===== config.mk =====
export PLATFORM = sky130hd
export DESIGN_NAME = hazard_ctrl_flat
export DESIGN_NICKNAME = d
export VERILOG_FILES = /design/src/rtl/hazard_ctrl_if.sv /design/src/rtl/hazard_ctrl.sv /design/src/flat_wrapper.sv
export SDC_FILE = /design/constraint.sdc
export NUM_CORES = 1
export LEC_CHECK = 0
export ABC_AREA = 1
export CORE_ASPECT_RATIO = 0.5
export CORE_MARGIN = 2
export CORE_UTILIZATION = 60
export CTS_BUF_LIST = sky130_fd_sc_hd__clkbuf_4 sky130_fd_sc_hd__clkbuf_8
export DETAILED_ROUTE_END_ITERATION = 10
export PLACE_DENSITY = 0.95
export SYNTH_ARGS = -nofsm -noshare
export SYNTH_HDL_FRONTEND = slang
export SYNTH_SLANG_ARGS = --single-unit

===== constraint.sdc =====
create_clock -name clk -period 13 [get_ports clk]
set_input_delay 3.9 -clock clk [delete_from_list [all_inputs] [get_ports clk]]
set_output_delay 3.9 -clock clk [all_outputs]
set_load 0.05 [all_outputs]

===== src/rtl/hazard_ctrl_if.sv =====
// Pipeline <-> hazard controller signal bundle. The master side is the pipeline
// (it supplies hazard inputs); the slave side is hazard_ctrl (it returns controls and counters).
interface hazard_ctrl_if #(
  parameter int CNT_W = 32
);
  logic [4:0]       ID_rs1;
  logic [4:0]       ID_rs2;
  logic [2:0]       ID_ValidReg;
  logic [4:0]       EX_rd;
  logic [2:0]       EX_ValidReg;
  logic             EX_MemRead;
  logic             EX_redirect;
  logic             MEM_MemRead;
  logic             MEM_MemWrite;
  logic             dmem_ready;
  logic             cnt_clr;
  logic             stall_IF;
  logic             stall_ID;
  logic             stall_EX;
  logic             stall_MEM;
  logic             flush_ID;
  logic             flush_EX;
  logic             bubble_WB;
  logic             mem_fault;
  logic [CNT_W-1:0] stall_cycles;
  logic [CNT_W-1:0] redirect_count;
  logic [7:0]       wait_max;

  modport master (
    output ID_rs1, ID_rs2, ID_ValidReg, EX_rd, EX_ValidReg, EX_MemRead, EX_redirect,
           MEM_MemRead, MEM_MemWrite, dmem_ready, cnt_clr,
    input  stall_IF, stall_ID, stall_EX, stall_MEM, flush_ID, flush_EX, bubble_WB,
           mem_fault, stall_cycles, redirect_count, wait_max
  );

  modport slave (
    input  ID_rs1, ID_rs2, ID_ValidReg, EX_rd, EX_ValidReg, EX_MemRead, EX_redirect,
           MEM_MemRead, MEM_MemWrite, dmem_ready, cnt_clr,
    output stall_IF, stall_ID, stall_EX, stall_MEM, flush_ID, flush_EX, bubble_WB,
           mem_fault, stall_cycles, redirect_count, wait_max
  );
endinterface


===== src/rtl/hazard_ctrl.sv =====
// Stall/flush sequencing for the 5-stage RV32 pipeline: load-use, redirects, dmem waits.
// state    | meaning
// RUN      | normal issue; combinational hazards only
// MEM_WAIT | data-memory access outstanding, pipeline frozen
// FAULT    | dmem timeout, pipeline frozen until reset
module hazard_ctrl #(
  parameter int MEM_TIMEOUT = 16,
  parameter int CNT_W       = 32
) (
  input  logic          clk,
  input  logic          rst,
  hazard_ctrl_if.slave  hz
);
  localparam logic [1:0] ST_RUN      = 2'd0;
  localparam logic [1:0] ST_MEM_WAIT = 2'd1;
  localparam logic [1:0] ST_FAULT    = 2'd2;
  localparam logic [7:0] TIMEOUT_TC  = 8'(MEM_TIMEOUT - 1);

  logic [1:0]       r_state;
  logic [7:0]       r_wait_cnt;
  logic [7:0]       r_wait_max;
  logic [CNT_W-1:0] r_stall_cycles;
  logic [CNT_W-1:0] r_redirect_count;

  logic w_mem_busy;
  logic w_load_use;
  logic w_fault;
  logic w_stall_all;
  logic w_redirect_acc;
  logic w_load_stall;
  logic w_wait_done;

  assign w_mem_busy = (hz.MEM_MemRead | hz.MEM_MemWrite) & ~hz.dmem_ready;
  assign w_load_use = hz.EX_MemRead & hz.EX_ValidReg[0] & (hz.EX_rd != 5'd0) &
                      ((hz.ID_ValidReg[1] & (hz.ID_rs1 == hz.EX_rd)) |
                       (hz.ID_ValidReg[2] & (hz.ID_rs2 == hz.EX_rd)));
  assign w_fault    = (r_state == ST_FAULT);

  // Priority: fault > memory wait > redirect > load-use; everything is quiet in reset.
  assign w_stall_all    = ~rst & (w_fault | w_mem_busy);
  assign w_redirect_acc = ~rst & ~w_fault & ~w_mem_busy & hz.EX_redirect;
  assign w_load_stall   = ~rst & ~w_fault & ~w_mem_busy & ~hz.EX_redirect & w_load_use;
  assign w_wait_done    = (r_state == ST_MEM_WAIT) & hz.dmem_ready;

  assign hz.stall_IF       = w_stall_all | w_load_stall;
  assign hz.stall_ID       = w_stall_all | w_load_stall;
  assign hz.stall_EX       = w_stall_all;
  assign hz.stall_MEM      = w_stall_all;
  assign hz.bubble_WB      = w_stall_all;
  assign hz.flush_ID       = w_redirect_acc;
  assign hz.flush_EX       = w_redirect_acc | w_load_stall;
  assign hz.mem_fault      = w_fault;
  assign hz.stall_cycles   = r_stall_cycles;
  assign hz.redirect_count = r_redirect_count;
  assign hz.wait_max       = r_wait_max;

  always_ff @(posedge clk or posedge rst) begin
    if (rst) begin
      r_state    <= ST_RUN;
      r_wait_cnt <= 8'd0;
    end else begin
      case (r_state)
        ST_RUN: begin
          if (w_mem_busy) begin
            r_state    <= ST_MEM_WAIT;
            r_wait_cnt <= 8'd1;
          end
        end
        ST_MEM_WAIT: begin
          if (hz.dmem_ready) begin
            r_state    <= ST_RUN;
            r_wait_cnt <= 8'd0;
          end else if (r_wait_cnt == TIMEOUT_TC) begin
            r_state <= ST_FAULT;
          end else begin
            r_wait_cnt <= r_wait_cnt + 8'd1;
          end
        end
        ST_FAULT: r_state <= ST_FAULT;
        default:  r_state <= ST_RUN;
      endcase
    end
  end

  // wait_cnt never exceeds 255, so max() alone keeps wait_max within 8 bits.
  always_ff @(posedge clk or posedge rst) begin
    if (rst) begin
      r_stall_cycles   <= '0;
      r_redirect_count <= '0;
      r_wait_max       <= 8'd0;
    end else if (hz.cnt_clr) begin
      r_stall_cycles   <= '0;
      r_redirect_count <= '0;
      r_wait_max       <= 8'd0;
    end else begin
      if (hz.stall_IF && (r_stall_cycles != '1))
        r_stall_cycles <= r_stall_cycles + CNT_W'(1);
      if (w_redirect_acc && (r_redirect_count != '1))
        r_redirect_count <= r_redirect_count + CNT_W'(1);
      if (w_wait_done && (r_wait_cnt > r_wait_max))
        r_wait_max <= r_wait_cnt;
    end
  end
endmodule


===== src/flat_wrapper.sv =====
// flat-port wrapper written by rule: the top's interface ports become plain ports
module hazard_ctrl_flat 
#(
  parameter int MEM_TIMEOUT = 16,
  parameter int CNT_W       = 32
)
  (clk, rst, hz_ID_rs1, hz_ID_rs2, hz_ID_ValidReg, hz_EX_rd, hz_EX_ValidReg, hz_EX_MemRead, hz_EX_redirect, hz_MEM_MemRead, hz_MEM_MemWrite, hz_dmem_ready, hz_cnt_clr, hz_stall_IF, hz_stall_ID, hz_stall_EX, hz_stall_MEM, hz_flush_ID, hz_flush_EX, hz_bubble_WB, hz_mem_fault, hz_stall_cycles, hz_redirect_count, hz_wait_max);
  hazard_ctrl_if #(.CNT_W(CNT_W)) hz_i ();
  input  logic clk;
  input  logic rst;
  input wire logic [$bits(hz_i.ID_rs1)-1:0] hz_ID_rs1;
  input wire logic [$bits(hz_i.ID_rs2)-1:0] hz_ID_rs2;
  input wire logic [$bits(hz_i.ID_ValidReg)-1:0] hz_ID_ValidReg;
  input wire logic [$bits(hz_i.EX_rd)-1:0] hz_EX_rd;
  input wire logic [$bits(hz_i.EX_ValidReg)-1:0] hz_EX_ValidReg;
  input wire logic [$bits(hz_i.EX_MemRead)-1:0] hz_EX_MemRead;
  input wire logic [$bits(hz_i.EX_redirect)-1:0] hz_EX_redirect;
  input wire logic [$bits(hz_i.MEM_MemRead)-1:0] hz_MEM_MemRead;
  input wire logic [$bits(hz_i.MEM_MemWrite)-1:0] hz_MEM_MemWrite;
  input wire logic [$bits(hz_i.dmem_ready)-1:0] hz_dmem_ready;
  input wire logic [$bits(hz_i.cnt_clr)-1:0] hz_cnt_clr;
  output wire logic [$bits(hz_i.stall_IF)-1:0] hz_stall_IF;
  output wire logic [$bits(hz_i.stall_ID)-1:0] hz_stall_ID;
  output wire logic [$bits(hz_i.stall_EX)-1:0] hz_stall_EX;
  output wire logic [$bits(hz_i.stall_MEM)-1:0] hz_stall_MEM;
  output wire logic [$bits(hz_i.flush_ID)-1:0] hz_flush_ID;
  output wire logic [$bits(hz_i.flush_EX)-1:0] hz_flush_EX;
  output wire logic [$bits(hz_i.bubble_WB)-1:0] hz_bubble_WB;
  output wire logic [$bits(hz_i.mem_fault)-1:0] hz_mem_fault;
  output wire logic [$bits(hz_i.stall_cycles)-1:0] hz_stall_cycles;
  output wire logic [$bits(hz_i.redirect_count)-1:0] hz_redirect_count;
  output wire logic [$bits(hz_i.wait_max)-1:0] hz_wait_max;
  assign hz_i.ID_rs1 = hz_ID_rs1;
  assign hz_i.ID_rs2 = hz_ID_rs2;
  assign hz_i.ID_ValidReg = hz_ID_ValidReg;
  assign hz_i.EX_rd = hz_EX_rd;
  assign hz_i.EX_ValidReg = hz_EX_ValidReg;
  assign hz_i.EX_MemRead = hz_EX_MemRead;
  assign hz_i.EX_redirect = hz_EX_redirect;
  assign hz_i.MEM_MemRead = hz_MEM_MemRead;
  assign hz_i.MEM_MemWrite = hz_MEM_MemWrite;
  assign hz_i.dmem_ready = hz_dmem_ready;
  assign hz_i.cnt_clr = hz_cnt_clr;
  assign hz_stall_IF = hz_i.stall_IF;
  assign hz_stall_ID = hz_i.stall_ID;
  assign hz_stall_EX = hz_i.stall_EX;
  assign hz_stall_MEM = hz_i.stall_MEM;
  assign hz_flush_ID = hz_i.flush_ID;
  assign hz_flush_EX = hz_i.flush_EX;
  assign hz_bubble_WB = hz_i.bubble_WB;
  assign hz_mem_fault = hz_i.mem_fault;
  assign hz_stall_cycles = hz_i.stall_cycles;
  assign hz_redirect_count = hz_i.redirect_count;
  assign hz_wait_max = hz_i.wait_max;
  hazard_ctrl #(.MEM_TIMEOUT(MEM_TIMEOUT), .CNT_W(CNT_W)) u_core (.clk(clk), .rst(rst), .hz(hz_i));
endmodule

==> impl_metrics.py <==
metrics = {
    "run_status": {
        "outcome": "finished, final reports clean",
    },
    "yosys": {
        "syn-num-nets": 974,
        "ys_warn_count": 0,
        "netlist_instances": 934,
        "avgSynthCellArea_sq_um": 6.57,
        "synth_seq_cells": 82,
        "netlist_area_sq_um": 6130,
        "ys_types": 35,
        "synth-seq-area-share_pct": 33.5,
    },
    "power": {
        "max-vdd-ir-drop_uv": 43.9,
        "p_leak_nw": 3.46,
        "powerDensity_nw_per_um2": 64.7,
    },
    "layout": {
        "nets": 1063,
        "drive_gt1_share_pct": 7.98,
        "final_cell_mix": "nand2_1 (301), inv_1 (115), nand3_1 (110), nor2_1 (110), clkdlybuf4s50_1 (105)",
        "fin_area_sq_um": 7370,
        "area_delta_synth_final_pct": 20.2,
        "diodes": 0,
        "mostFrequentLayoutCell": "nand2_1",
    },
    "worst_setup_path": {
        "cp_num_buf_inv": 4,
        "critical_path.max_stage_delay_ns": 0.89,
        "critPathMaxFanout": 40,
        "worst_ep_required_time_ns": 9.10,
        "slowest_stage": "clkdlybuf4s50_1",
        "end_kind": "output pin",
        "critPathTopFamily": "buffers and inverters",
        "cp-start-kind": "input port",
        "worstPathCellList": "clkdlybuf4s50_1 -> clkinv_2 -> nand3_1 -> nor2_1 -> nand2_1 -> nand2_1 -> buf_4 -> clkdlybuf4s50_1",
        "worst-endpoint-arrival_ns": 6.57,
        "path_class": "in -> out",
    },
    "sta": {
        "grt_setup_unrepaired": "false",
        "finalCritPeriodShare_pct": 80.5,
        "tns_ns": 0,
        "tightest_slew_ns": 0.747,
        "min_period_ns": 10.47,
        "setup_viol": 0,
        "maxSlewViolCount": 0,
        "slew_headroom_pct": 50.2,
        "finClkSkew_ns": 0.00813,
        "finalHoldViolCount": 0,
        "timing.fmax_ghz": 0.0955,
    },
    "clocking": {
        "clockRootBuffer": "clkbuf_8",
        "postCtsHoldBufs": 0,
        "cts_made_buffers": 9,
        "clkSinkCount": 82,
        "h-tree-depth": 3,
        "cts.path.max_buffers": 2,
        "post_cts_resized": 0,
        "cts_tree": "yes",
        "clock_latency_ns": 0.37,
        "clk_pin_slew_ns": 0.08,
        "cts_setup_buffers": 0,
    },
    "run": {
        "cap_violations": 0,
    },
    "place": {
        "hpwlAfterDp_mm": 11.6,
        "port_buffers": 105,
        "place_area_sq_um": 7200,
        "place.gp.congestion": 0.937,
    },
    "global_route": {
        "grt_pass1_vias": 5747,
        "antenna_found_initial": 0,
        "gr-usage-all-layers_pct": 29.3,
        "grt_first_pass_wirelength_mm": 26.3,
        "grt_max_degree": 81,
        "overflow": 0,
    },
    "route": {
        "drc": 0,
        "firstDrtPassIters": 6,
        "ant_nets": 0,
        "vias": 6527,
        "viasPerCell": 5.59,
        "drt_iter0_drc": 646,
        "wl_per_cell_um": 13.8,
        "wl_mm": 16.1,
    },
    "die": {
        "coreArea_sq_um": 10100,
        "start_util_pct": 60.8,
        "num_rows": 26,
        "die_w_um": 147,
        "die-area_sq_um": 11100,
        "num_io_pins": 109,
        "fp.dieH_um": 75.5,
    },
    "hold_path": {
        "min_path_type": "reg -> reg",
    },
}
-- cells in the mapped netlist --
| master | instances | area share, % |
|---|---|---|
| nand2_1 | 301 | 18 |
| inv_1 | 116 | 7.1 |
| nand3_1 | 110 | 9.0 |
| nor2_1 | 110 | 6.7 |
| dfrtp_1 | 82 | 33 |
| nand4_1 | 47 | 4.8 |
| nand2_2 | 23 | 2.3 |
| o21ai_2 | 19 | 2.7 |
| xor2_1 | 18 | 2.6 |
| clkbuf_1 | 14 | 0.86 |
| o21ai_0 | 12 | 0.98 |
| ha_1 | 11 | 2.2 |
| nor3_1 | 11 | 0.90 |
| xnor2_1 | 10 | 1.4 |
| a21oi_1 | 7 | 0.57 |
| buf_4 | 6 | 0.73 |
| inv_2 | 5 | 0.31 |
| nor3_2 | 4 | 0.65 |
| buf_1 | 3 | 0.18 |
| buf_2 | 3 | 0.24 |
| nor2_2 | 3 | 0.31 |
| nor2_4 | 3 | 0.55 |
| buf_12 | 2 | 0.65 |
| buf_6 | 2 | 0.37 |
| o22ai_1 | 2 | 0.20 |
| a211oi_2 | 1 | 0.20 |
| inv_12 | 1 | 0.27 |
| nand2_4 | 1 | 0.18 |
| nand2_8 | 1 | 0.33 |
| nor3b_1 | 1 | 0.12 |
| o211ai_1 | 1 | 0.12 |
| o21bai_1 | 1 | 0.12 |
| o31ai_1 | 1 | 0.12 |
| o32ai_1 | 1 | 0.14 |
| or2_2 | 1 | 0.10 |
-- kinds of logic after synthesis --
family / Yosys count / synth area share [%]
buffers and inverters: 152 / 10.7
flip-flops: 82 / 33.5
AND/OR/NAND/NOR: 616 / 44.4
XOR/XNOR: 28 / 4.00
AO/OA/AOI/OAI: 45 / 5.18
adder cells (fa/ha/maj): 11 / 2.24
-- final cells by class --
cell class | instances | area (sq um)
multi-input combinational | 700 | 3420
fill | 793 | 2710
sequential | 82 | 2050
timing repair buffer | 108 | 1070
inverter | 122 | 472
tap | 140 | 175
clock buffer | 11 | 145
clock inverter | 5 | 30.0
-- where the power goes --
group | switching [mW] | leakage, nW | internal [mW]
clock | 0.0963 | 0.0885 | 0.0757
sequential | 0.00251 | 1.13 | 0.256
combinational | 0.0320 | 2.24 | 0.0148
-- flip-flops by register name, summed over array words and instances (netlist names) --
signal and flops:
u_core.hz.stall_cycles 32, u_core.hz.redirect_count 32, u_core.r_state 2, u_core.hz.wait_max 8, u_core.r_wait_cnt 8
-- worst register-to-register path: stages, from the launching register on --
cell and delay (ns):
dfrtp_1 0.50, ha_1 0.29, nand2_1 0.13, nor2_4 0.19
nand2_1 0.17, nor2_2 0.19, nand2_2 0.40, nand2_2 0.66
nand3_1 0.17, nand2_1 0.09
-- metal layers --
| layer | vias to the layer above | wire length (um) | global-route usage [%] |
|---|---|---|---|
| met3 | 40 | 1200 | 5.57 |
| met5 | - | 0 | 0 |
| li1 | 3158 | - | - |
| met2 | 301 | 7490 | 50.3 |
| met1 | 3028 | 7090 | 38.7 |
| met4 | 0 | 329 | 9.62 |
-- stage by stage --
stage	power (mW)	setup WS (ns)	hold WS (ns)	std cells	util (%)
3_3_place_gp	0.309	2.52	0.506	1152	71.4
2_1_floorplan	0.296	1.90	0.502	934	-
5_1_grt	0.497	2.23	0.565	1168	73.1
3_5_place_dp	0.310	2.50	0.520	1152	71.4
4_1_cts	0.478	2.50	0.538	1168	73.1
6_report	0.477	2.53	0.539	1168	73.1
-- worst paths after layout --
path                                                   from  depth (start not counted)  slack [ns]                      endpoint
worst max register to register    u_core.hz.stall_cycles[0]                          9       10.15     u_core.hz.stall_cycles[4]
worst min-delay path            u_core.hz.redirect_count[1]                          2        0.54   u_core.hz.redirect_count[1]
min in group asynchronous                               rst                          2        3.93     u_core.hz.stall_cycles[1]
worst min register to register  u_core.hz.redirect_count[1]                          2        0.54   u_core.hz.redirect_count[1]
max in group asynchronous                               rst                          3        8.03  u_core.hz.redirect_count[22]
worst max-delay path                                    rst                          8        2.53                   hz_stall_ID
(Power assumes the default switching activity.)
